## src/rtl/ddr2_rd_arbiter.sv

```systemverilog
// ddr2_rd_arbiter: round-robin arbiter that shares the single ddr2_mgr read
// port between up to four read clients. Only one transfer is outstanding at a
// time. The winner's address and length are latched, the request is forwarded,
// and the burst is tracked until rd_data_valid drops. At the end the arbiter
// checks the beat count against the requested length.
//
// Optional feature, macro DDR2_RD_ARB_TIMEOUT_EN: a watchdog aborts ST_REQ or
// ST_WAIT_DATA after TIMEOUT_CYC cycles, pulses cl_done and sets the sticky
// timeout_err output. With the macro undefined the arbiter waits indefinitely
// and has no timeout_err port.
//
// state        | meaning
// -------------+-----------------------------------------------------------
// ST_IDLE      | no transfer; round-robin arbitration among cl_req
// ST_REQ       | rd_mem_req held high, waiting for rd_mem_grant
// ST_WAIT_DATA | request accepted, waiting for the first valid beat
// ST_XFER      | counting valid beats until rd_data_valid drops
// ST_DONE      | cl_done pulse to the owner, beat count vs. length check

module ddr2_rd_arbiter #(
   parameter int NUM_REQ     = 2,
   parameter int ADDR_W      = 25,
   parameter int LEN_W       = 10,
   parameter int TIMEOUT_CYC = 4096
) (
   input  logic                      clk,
   input  logic                      rst,
   input  logic [NUM_REQ-1:0]        cl_req,
   input  logic [NUM_REQ*ADDR_W-1:0] cl_addr,
   input  logic [NUM_REQ*LEN_W-1:0]  cl_len,
   output logic [NUM_REQ-1:0]        cl_gnt,
   output logic [NUM_REQ-1:0]        cl_done,
   output logic [1:0]                cl_owner,
   output logic                      rd_mem_req,
   output logic [ADDR_W-1:0]         rd_mem_addr,
   output logic [LEN_W-1:0]          rd_xfr_len,
   input  logic                      rd_mem_grant,
   input  logic                      rd_data_valid,
   output logic                      busy,
   output logic                      len_err
`ifdef DDR2_RD_ARB_TIMEOUT_EN
   ,
   output logic                      timeout_err
`endif
);

   if (NUM_REQ < 2 || NUM_REQ > 4 || TIMEOUT_CYC < 1) begin : g_bad_param
      $error("ddr2_rd_arbiter: NUM_REQ must be 2..4 and TIMEOUT_CYC >= 1");
   end

   typedef enum logic [2:0] {
      ST_IDLE,
      ST_REQ,
      ST_WAIT_DATA,
      ST_XFER,
      ST_DONE
   } state_t;

   state_t               state_q, state_d;
   logic                 rd_mem_req_q, rd_mem_req_d;
   logic [NUM_REQ-1:0]   cl_gnt_q, cl_gnt_d;
   logic [NUM_REQ-1:0]   cl_done_q, cl_done_d;
   logic [1:0]           cl_owner_q, cl_owner_d;
   logic [1:0]           rr_ptr_q, rr_ptr_d;
   logic [ADDR_W-1:0]    addr_q, addr_d;
   logic [LEN_W-1:0]     len_q, len_d;
   logic [LEN_W-1:0]     beat_cnt_q, beat_cnt_d;
   logic                 len_err_q, len_err_d;

   logic [3:0]           req_pad;
   logic [1:0]           cand;
   logic [1:0]           win;
   logic                 found;
   logic [NUM_REQ-1:0]   own_oh;

`ifdef DDR2_RD_ARB_TIMEOUT_EN
   localparam int TO_W = $clog2(TIMEOUT_CYC + 1);
   localparam logic [TO_W-1:0] TO_LAST = TO_W'(TIMEOUT_CYC - 1);
   logic [TO_W-1:0]      wait_cnt_q, wait_cnt_d;
   logic                 timeout_err_q, timeout_err_d;
`endif

   // Round-robin search starting one past the last granted client.
   always_comb begin
      req_pad = 4'(cl_req);
      found   = 1'b0;
      win     = 2'd0;
      cand    = 2'd0;
      for (int k = 1; k <= NUM_REQ; k++) begin
         cand = 2'((int'(rr_ptr_q) + k) % NUM_REQ);
         if (!found && req_pad[cand]) begin
            found = 1'b1;
            win   = cand;
         end
      end
   end

   // One-hot decode of the current owner for the gnt/done pulses.
   always_comb begin
      own_oh = '0;
      for (int i = 0; i < NUM_REQ; i++) begin
         own_oh[i] = (cl_owner_q == 2'(i));
      end
   end

   // Next-state and registered-output logic.
   always_comb begin
      state_d      = state_q;
      rd_mem_req_d = rd_mem_req_q;
      cl_gnt_d     = '0;
      cl_done_d    = '0;
      cl_owner_d   = cl_owner_q;
      rr_ptr_d     = rr_ptr_q;
      addr_d       = addr_q;
      len_d        = len_q;
      beat_cnt_d   = beat_cnt_q;
      len_err_d    = len_err_q;
`ifdef DDR2_RD_ARB_TIMEOUT_EN
      wait_cnt_d    = wait_cnt_q;
      timeout_err_d = timeout_err_q;
`endif
      case (state_q)
         ST_IDLE: begin
            if (found) begin
               cl_owner_d   = win;
               addr_d       = cl_addr[int'(win)*ADDR_W +: ADDR_W];
               len_d        = cl_len[int'(win)*LEN_W +: LEN_W];
               rd_mem_req_d = 1'b1;
               state_d      = ST_REQ;
`ifdef DDR2_RD_ARB_TIMEOUT_EN
               wait_cnt_d   = '0;
`endif
            end
         end
         ST_REQ: begin
            if (rd_mem_grant) begin
               rd_mem_req_d = 1'b0;
               cl_gnt_d     = own_oh;
               rr_ptr_d     = cl_owner_q;
               state_d      = ST_WAIT_DATA;
`ifdef DDR2_RD_ARB_TIMEOUT_EN
               wait_cnt_d   = '0;
            end else if (wait_cnt_q == TO_LAST) begin
               rd_mem_req_d  = 1'b0;
               cl_done_d     = own_oh;
               timeout_err_d = 1'b1;
               state_d       = ST_IDLE;
            end else begin
               wait_cnt_d = wait_cnt_q + 1'b1;
`endif
            end
         end
         ST_WAIT_DATA: begin
            if (rd_data_valid) begin
               beat_cnt_d = LEN_W'(1);
               state_d    = ST_XFER;
`ifdef DDR2_RD_ARB_TIMEOUT_EN
            end else if (wait_cnt_q == TO_LAST) begin
               cl_done_d     = own_oh;
               timeout_err_d = 1'b1;
               state_d       = ST_IDLE;
            end else begin
               wait_cnt_d = wait_cnt_q + 1'b1;
`endif
            end
         end
         ST_XFER: begin
            if (rd_data_valid) begin
               if (beat_cnt_q != '1) begin
                  beat_cnt_d = beat_cnt_q + 1'b1;
               end
            end else begin
               // done is registered here so it is high while in ST_DONE
               cl_done_d = own_oh;
               state_d   = ST_DONE;
            end
         end
         ST_DONE: begin
            if (beat_cnt_q != len_q) begin
               len_err_d = 1'b1;
            end
            state_d = ST_IDLE;
         end
         default: begin
            state_d = ST_IDLE;
         end
      endcase
   end

   // State and output registers with synchronous reset.
   always_ff @(posedge clk) begin
      if (rst) begin
         state_q      <= ST_IDLE;
         rd_mem_req_q <= 1'b0;
         cl_gnt_q     <= '0;
         cl_done_q    <= '0;
         cl_owner_q   <= 2'd0;
         rr_ptr_q     <= 2'(NUM_REQ - 1);
         addr_q       <= '0;
         len_q        <= '0;
         beat_cnt_q   <= '0;
         len_err_q    <= 1'b0;
`ifdef DDR2_RD_ARB_TIMEOUT_EN
         wait_cnt_q    <= '0;
         timeout_err_q <= 1'b0;
`endif
      end else begin
         state_q      <= state_d;
         rd_mem_req_q <= rd_mem_req_d;
         cl_gnt_q     <= cl_gnt_d;
         cl_done_q    <= cl_done_d;
         cl_owner_q   <= cl_owner_d;
         rr_ptr_q     <= rr_ptr_d;
         addr_q       <= addr_d;
         len_q        <= len_d;
         beat_cnt_q   <= beat_cnt_d;
         len_err_q    <= len_err_d;
`ifdef DDR2_RD_ARB_TIMEOUT_EN
         wait_cnt_q    <= wait_cnt_d;
         timeout_err_q <= timeout_err_d;
`endif
      end
   end

   assign rd_mem_req  = rd_mem_req_q;
   assign cl_gnt      = cl_gnt_q;
   assign cl_done     = cl_done_q;
   assign cl_owner    = cl_owner_q;
   assign rd_mem_addr = addr_q;
   assign rd_xfr_len  = len_q;
   assign len_err     = len_err_q;
   assign busy        = (state_q != ST_IDLE);
`ifdef DDR2_RD_ARB_TIMEOUT_EN
   assign timeout_err = timeout_err_q;
`endif

endmodule

```

## config.mk

```make
export PLATFORM = sky130hd
export DESIGN_NAME = ddr2_rd_arbiter
export DESIGN_NICKNAME = d
export VERILOG_FILES = /design/src/rtl/ddr2_rd_arbiter.sv
export SDC_FILE = /design/constraint.sdc
export NUM_CORES = 1
export LEC_CHECK = 0
export BUFFER_PORTS_ARGS = -buffer_cell sky130_fd_sc_hd__buf_2
export CAP_MARGIN = 20
export CORE_ASPECT_RATIO = 1.5
export CORE_MARGIN = 2
export CORE_UTILIZATION = 45
export CTS_BUF_LIST = sky130_fd_sc_hd__clkbuf_8
export CTS_CLUSTER_DIAMETER = 30
export DETAILED_ROUTE_END_ITERATION = 10
export PLACE_DENSITY = 0.77
export SLEW_MARGIN = 25
export SYNTH_ARGS = -nofsm -noshare
export SYNTH_HDL_FRONTEND = slang
export SYNTH_SLANG_ARGS = --single-unit
```

## constraint.sdc

```tcl
create_clock -name clk -period 1.4 [get_ports clk]
set_input_delay 0 -clock clk [delete_from_list [all_inputs] [get_ports clk]]
set_output_delay 0 -clock clk [all_outputs]
set_load 0.03 [all_outputs]
```

# Word-level counts from Yosys, hierarchy flattened
# Cells that the tools add are included.
dict set report totals {
  register_bits 57
  input_bits 76
  output_inout_bits 44
  word_cells 72
}
dict set report op_classes {
  n_addsub 3
  multipliers 2
  n_lt_le_gt_ge 2
  n_eq_ne 13
  n_shift 2
  mux 20
  bitwise_logic 5
  n_reduce_logical 15
}
# cell count
set ops {}
lappend ops {{50-bit by 8-bit indexed part select with 25-bit output} 1}
lappend ops {{10-bit 2-to-1 mux} 3}
lappend ops {{10-bit one-hot mux with 2 select lines} 1}
lappend ops {{20-bit by 7-bit indexed part select with 10-bit output} 1}
lappend ops {{3-bit 2-to-1 mux} 4}
lappend ops {{2-bit != test (second input constant)} 6}
lappend ops {{3-bit one-hot mux with 4 select lines} 1}
lappend ops {{10-bit by 1-bit adder with 10-bit output (second input constant)} 1}
lappend ops {{10-bit != test} 1}
lappend ops {{10-bit != test (second input constant)} 1}
lappend ops {{4-bit AND reduction} 2}
lappend ops {{2-bit by 5-bit multiplier with 7-bit output (second input constant)} 1}
lappend ops {{3-bit by 2-bit == test with 1-bit output (second input constant)} 2}
lappend ops {{2-bit by 3-bit less-than comparator with 1-bit output (second input constant)} 2}
lappend ops {{1-bit 2-to-1 mux} 6}
lappend ops {{2-bit AND reduction} 3}
lappend ops {{3-bit OR reduction} 2}
lappend ops {{2-bit by 3-bit multiplier with 5-bit output (second input constant)} 1}
lappend ops {{1-bit binary-select mux with 2-bit select} 2}
lappend ops {{2-bit 2-to-1 mux} 2}
lappend ops {{2-bit nonzero test} 2}
lappend ops {{3-bit by 1-bit == test with 1-bit output (second input constant)} 1}
lappend ops {{3-bit == test (second input constant)} 1}
lappend ops {{3-bit zero test} 1}
lappend ops {{10 further kinds} 14}

# Longest topological paths before layout
dict set report depth {
  ltp_word 10
  depth_mapped 6
  ltp_nobuf 5
}

# Least setup slack after synthesis
# OpenSTA, ideal clock, no wires.
dict set report synth_timing {
  path_type {register -> register}
  from {reg state_q[0]}
  to {reg addr_q[10], in the netlist rd_mem_addr[10]}
  setup_ns 0.080
  arrival_time_ns 1.448
  required_time_ns 1.320
  setup_slack_ns -0.128
  stages_incl_launch_ff 7
  path_buffers 2
  period_less_slack_ns 1.528
  path_cell_list {dfxtp_1 > buf_4 > or3_4 > nor2_8 > buf_6 > nor2_1 > a211oi_2}
}
dict set report synth_between {
  elab_chain_len 2
}
# element line
set synth_rtl {}
lappend synth_rtl {{start: declaration} 59} ;# state_t state_q, state_d;
lappend synth_rtl {{start signal: assignment} 208} ;# state_q <= state_d;
lappend synth_rtl {{3-bit zero test} 122} ;# case (state_q)
lappend synth_rtl {{2-bit AND reduction (no source line)} --}
lappend synth_rtl {{end signal: assignment} 214} ;# addr_q <= addr_d;
lappend synth_rtl {{end: declaration} 65} ;# logic [ADDR_W-1:0] addr_q, addr_d;
# Every way passes these cells.
# A chain may end at the register's enable or synchronous reset.

# Worst setup path in the final report
dict set report layout_timing {
  from {reg state_q[1]}
  to {reg addr_q[1], in the netlist rd_mem_addr[1]}
}
# Same word-level chain as after synthesis.

==> results.toml <==
[placement]
io_buffer_count = 118
place.gp.congestion = 0.890
place.detailed.hpwl_um = 5460
total_cell_area_at_the_placement_stage_um2 = 3700

[power_and_ir_drop]
intPower_mw = 2.91
part_of_the_power_in_registers_pct = 41.6
power.share.clock_pct = 21.1
power.ir.vdd_worst_uv = 662
combinational_power_share_pct = 37.3
leakagePower_nw = 1.90
cellPowerDensity_nw_per_um2 = 1070
switching_share_pct = 35.0
switching_power_mw = 1.57

[floorplan]
io-pin-count = 120
die-width_um = 68.7
core_ar_um2 = 6130
std_cell_rows = 35
floorplan.die_area_um2 = 6950
chipHeight_um = 101
floorplan.initialDensity_pct = 46.1

[synthesis]
total_of_warnings_raised_by_yosys = 0
synth.net_count = 358
postSynthRegisterBits = 56
synth_edf_count = 0
area_share_of_fa_ha_maj_cells_after_synthesis_pct = 0.442
synth_async_sr_flop_share_pct = 0
count_leader_synth = "dfxtp_1"
synth_top_family_by_area = "compound AO/OA/AOI/OAI gates"
synth_compound_gate_area_share_pct = 22.6
synth_top_flop_cell = "dfxtp_1"
synth_sequential_area_ratio_pct = 39.6
syn_std_cell_area_um2 = 2830
post_synth_num_cell_types = 44
avgSynthCellArea_um2 = 10.1
yosysTopAreaCell = "dfxtp_1"
synthTopCellsByArea = "dfxtp_1 40%, a211oi_2 15%, mux2i_1 13%"
yosys.area_share.simple_pct = 15.8
synthDominantCellAreaShare_pct = 39.6
synth_commonest_cells = "56 x dfxtp_1, 45 x nor2_1, 36 x mux2i_1"
synth-xor-area-share_pct = 3.10
syn_inst = 281
synth_mux_area_share_pct = 12.7

[clock_tree]
cts.path.max_buffers = 2
cts.clk_slew.worst_paths_ns = 0.10
cts_root_buf = "clkbuf_8"
clock_tree_from_tritoncts = "done"
cts.sink_count = 56
cts_made_buffers = 5
clk_latency_ns = 0.31
cts.htree.levels = 2

[grt]
grt_max_degree = 30
antenna_violations_before_repair = 0
grt_overflow_total = 0
gr-usage-all-layers_pct = 22.4
via_count_of_the_first_global_routing_pass = 2715
grt_first_pass_wirelength_um = 12100

[setup_path]
setup.worst_path.start_class = "flop"
cp_data_arrival_time_ns = 1.72
cp_max_fo = 5
worstSetupEndpointType = "flop"
critical_path_class = "reg2reg"
critical_path_required_ns = 1.64

[route]
routedWlPerCell_um = 15.6
vias_per_cell = 5.44
drt-total-wl_um = 7940
drt-initial-drc-count = 203
drt_pass1_iterations = 4
vias = 2772
route.detailed.drc = 0
antenna_left = 0

[sta]
postLayoutSetupSlackWorst_ns = -0.0822
max_freq_ghz = 0.675
hold_viol_final = 0
finClkSkew_ns = 0.00507
timing.final.crit_share_pct = 106
rsz_0062_raised_after_global_routing = "yes"
timing_max_transition_violations_final = 0
period_minus_slack_ns = 1.48
setup_viol = 34
timing.setup.tns_ns = -1.69

[finish]
fill_cells = 482
flow.area_growth_from_synthesis_pct = 47.1
final_core_util_pct = 67.9
num_antenna_cells = 0
design_area_um2 = 4160
nNetsFinal = 512
drive_above_1_share_pct = 55.3

[worst_hold_path]
hp-class = "in2reg"

[run_status]
violations = "negative setup slack"
run_status = "finished with violations"

[job]
cap_viol_max_count = 0
## path summary, 6_finish.rpt
kind,start,to,slack [ns],depth (start not counted)
max,state_q[1],rd_mem_addr[1],-0.08,6
min,cl_addr[18],rd_mem_addr[18],0.05,3
max reg2reg,state_q[1],rd_mem_addr[1],-0.08,6
min reg2reg,state_q[2],state_q[0],0.50,1
## power groups by stage
stage | Combinational [mW] | Clock, mW | Sequential, mW
floorplan | 0.682 | 0 | 2.15
global placement | 1.34 | 0 | 1.89
detailed placement | 1.38 | 0 | 1.89
CTS | 1.54 | 0.962 | 1.85
global route | 1.78 | 1.02 | 1.88
finish | 1.67 | 0.942 | 1.86
## sequential cells by signal, summed over array words and instances, names as in the netlist
signal and flops:
rd_mem_addr 25, beat_cnt_q 10, rd_xfr_len 10, state_q 3
cl_done 2, cl_gnt 2, cl_owner 1, len_err 1
rd_mem_req 1, rr_ptr_q 1
## final cells by class
class	instances	area (um^2)	share of cell area (%)
Timing Repair Buffer	169	1170	28.0
Clock buffer	6	82.6	1.98
Tap cell	74	92.6	2.22
Inverter	1	3.75	0.0902
Multi-Input combinational cell	202	1670	40.1
Sequential cell	56	1130	27.2
Clock inverter	2	13.8	0.331
## metrics by stage
step	hold WS, ns	setup WS, ns	total power, mW	instances
CTS	0.0287	-0.0537	4.35	502
detailed placement	0.240	-0.0485	3.26	482
global route	0.0420	-0.144	4.68	510
global placement	0.240	0.00932	3.23	482
floorplan	0.0768	-0.0742	2.83	281
finish	0.0519	-0.0822	4.47	510
## critical path, stage by stage (launching register included)
cell and delay (ns):
dfxtp_2 0.34, or3_4 0.42, nor2_8 0.16, buf_4 0.16, clkbuf_16 0.14, nor2_1 0.05
a211oi_2 0.14
## repair_timing
action / 4_1_cts / 5_1_grt
pin swaps: 8 / 13
hold endpoints to repair: 4 / 0
setup endpoints to repair: 39 / 48
hold buffers: 2 / 0
setup buffers: 8 / 8
resized for setup: 11 / 35
gates cloned: 2 / 4
## layout by cell type, fill, tap and decap left out, types with 3 or more instances in the layout
master,count
xor2_1,10
nor2_1,31
nor2_2,12
nor3_1,7
nand3_1,8
buf_8,4
a21oi_1,9
dfxtp_1,51
dfxtp_2,3
nand2_1,4
buf_4,31
mux2i_1,36
o21ai_1,6
a211oi_2,35
clkbuf_16,4
buf_2,117
nand4_1,3
clkbuf_8,6
and3_1,3
buf_6,6
buf_12,5
## cell families after synthesis
| group | Yosys count |
|---|---|
| simple gates | 88 |
| compound gates | 66 |
| flops | 56 |
| mux | 36 |
| buf+inv | 23 |
| xor+xnor | 10 |
| fa+ha+maj | 1 |
| other cells | 1 |
## metal layers
layer | track usage, % | wire [um] | up-vias
li1 | - | - | 1340
met2 | 40.8 | 4350 | 113
met4 | 7.54 | 183 | 0
met1 | 26.0 | 3070 | 1299
met5 | 0 | 0 | -
met3 | 3.02 | 335 | 20
(Power assumes the default switching activity.)
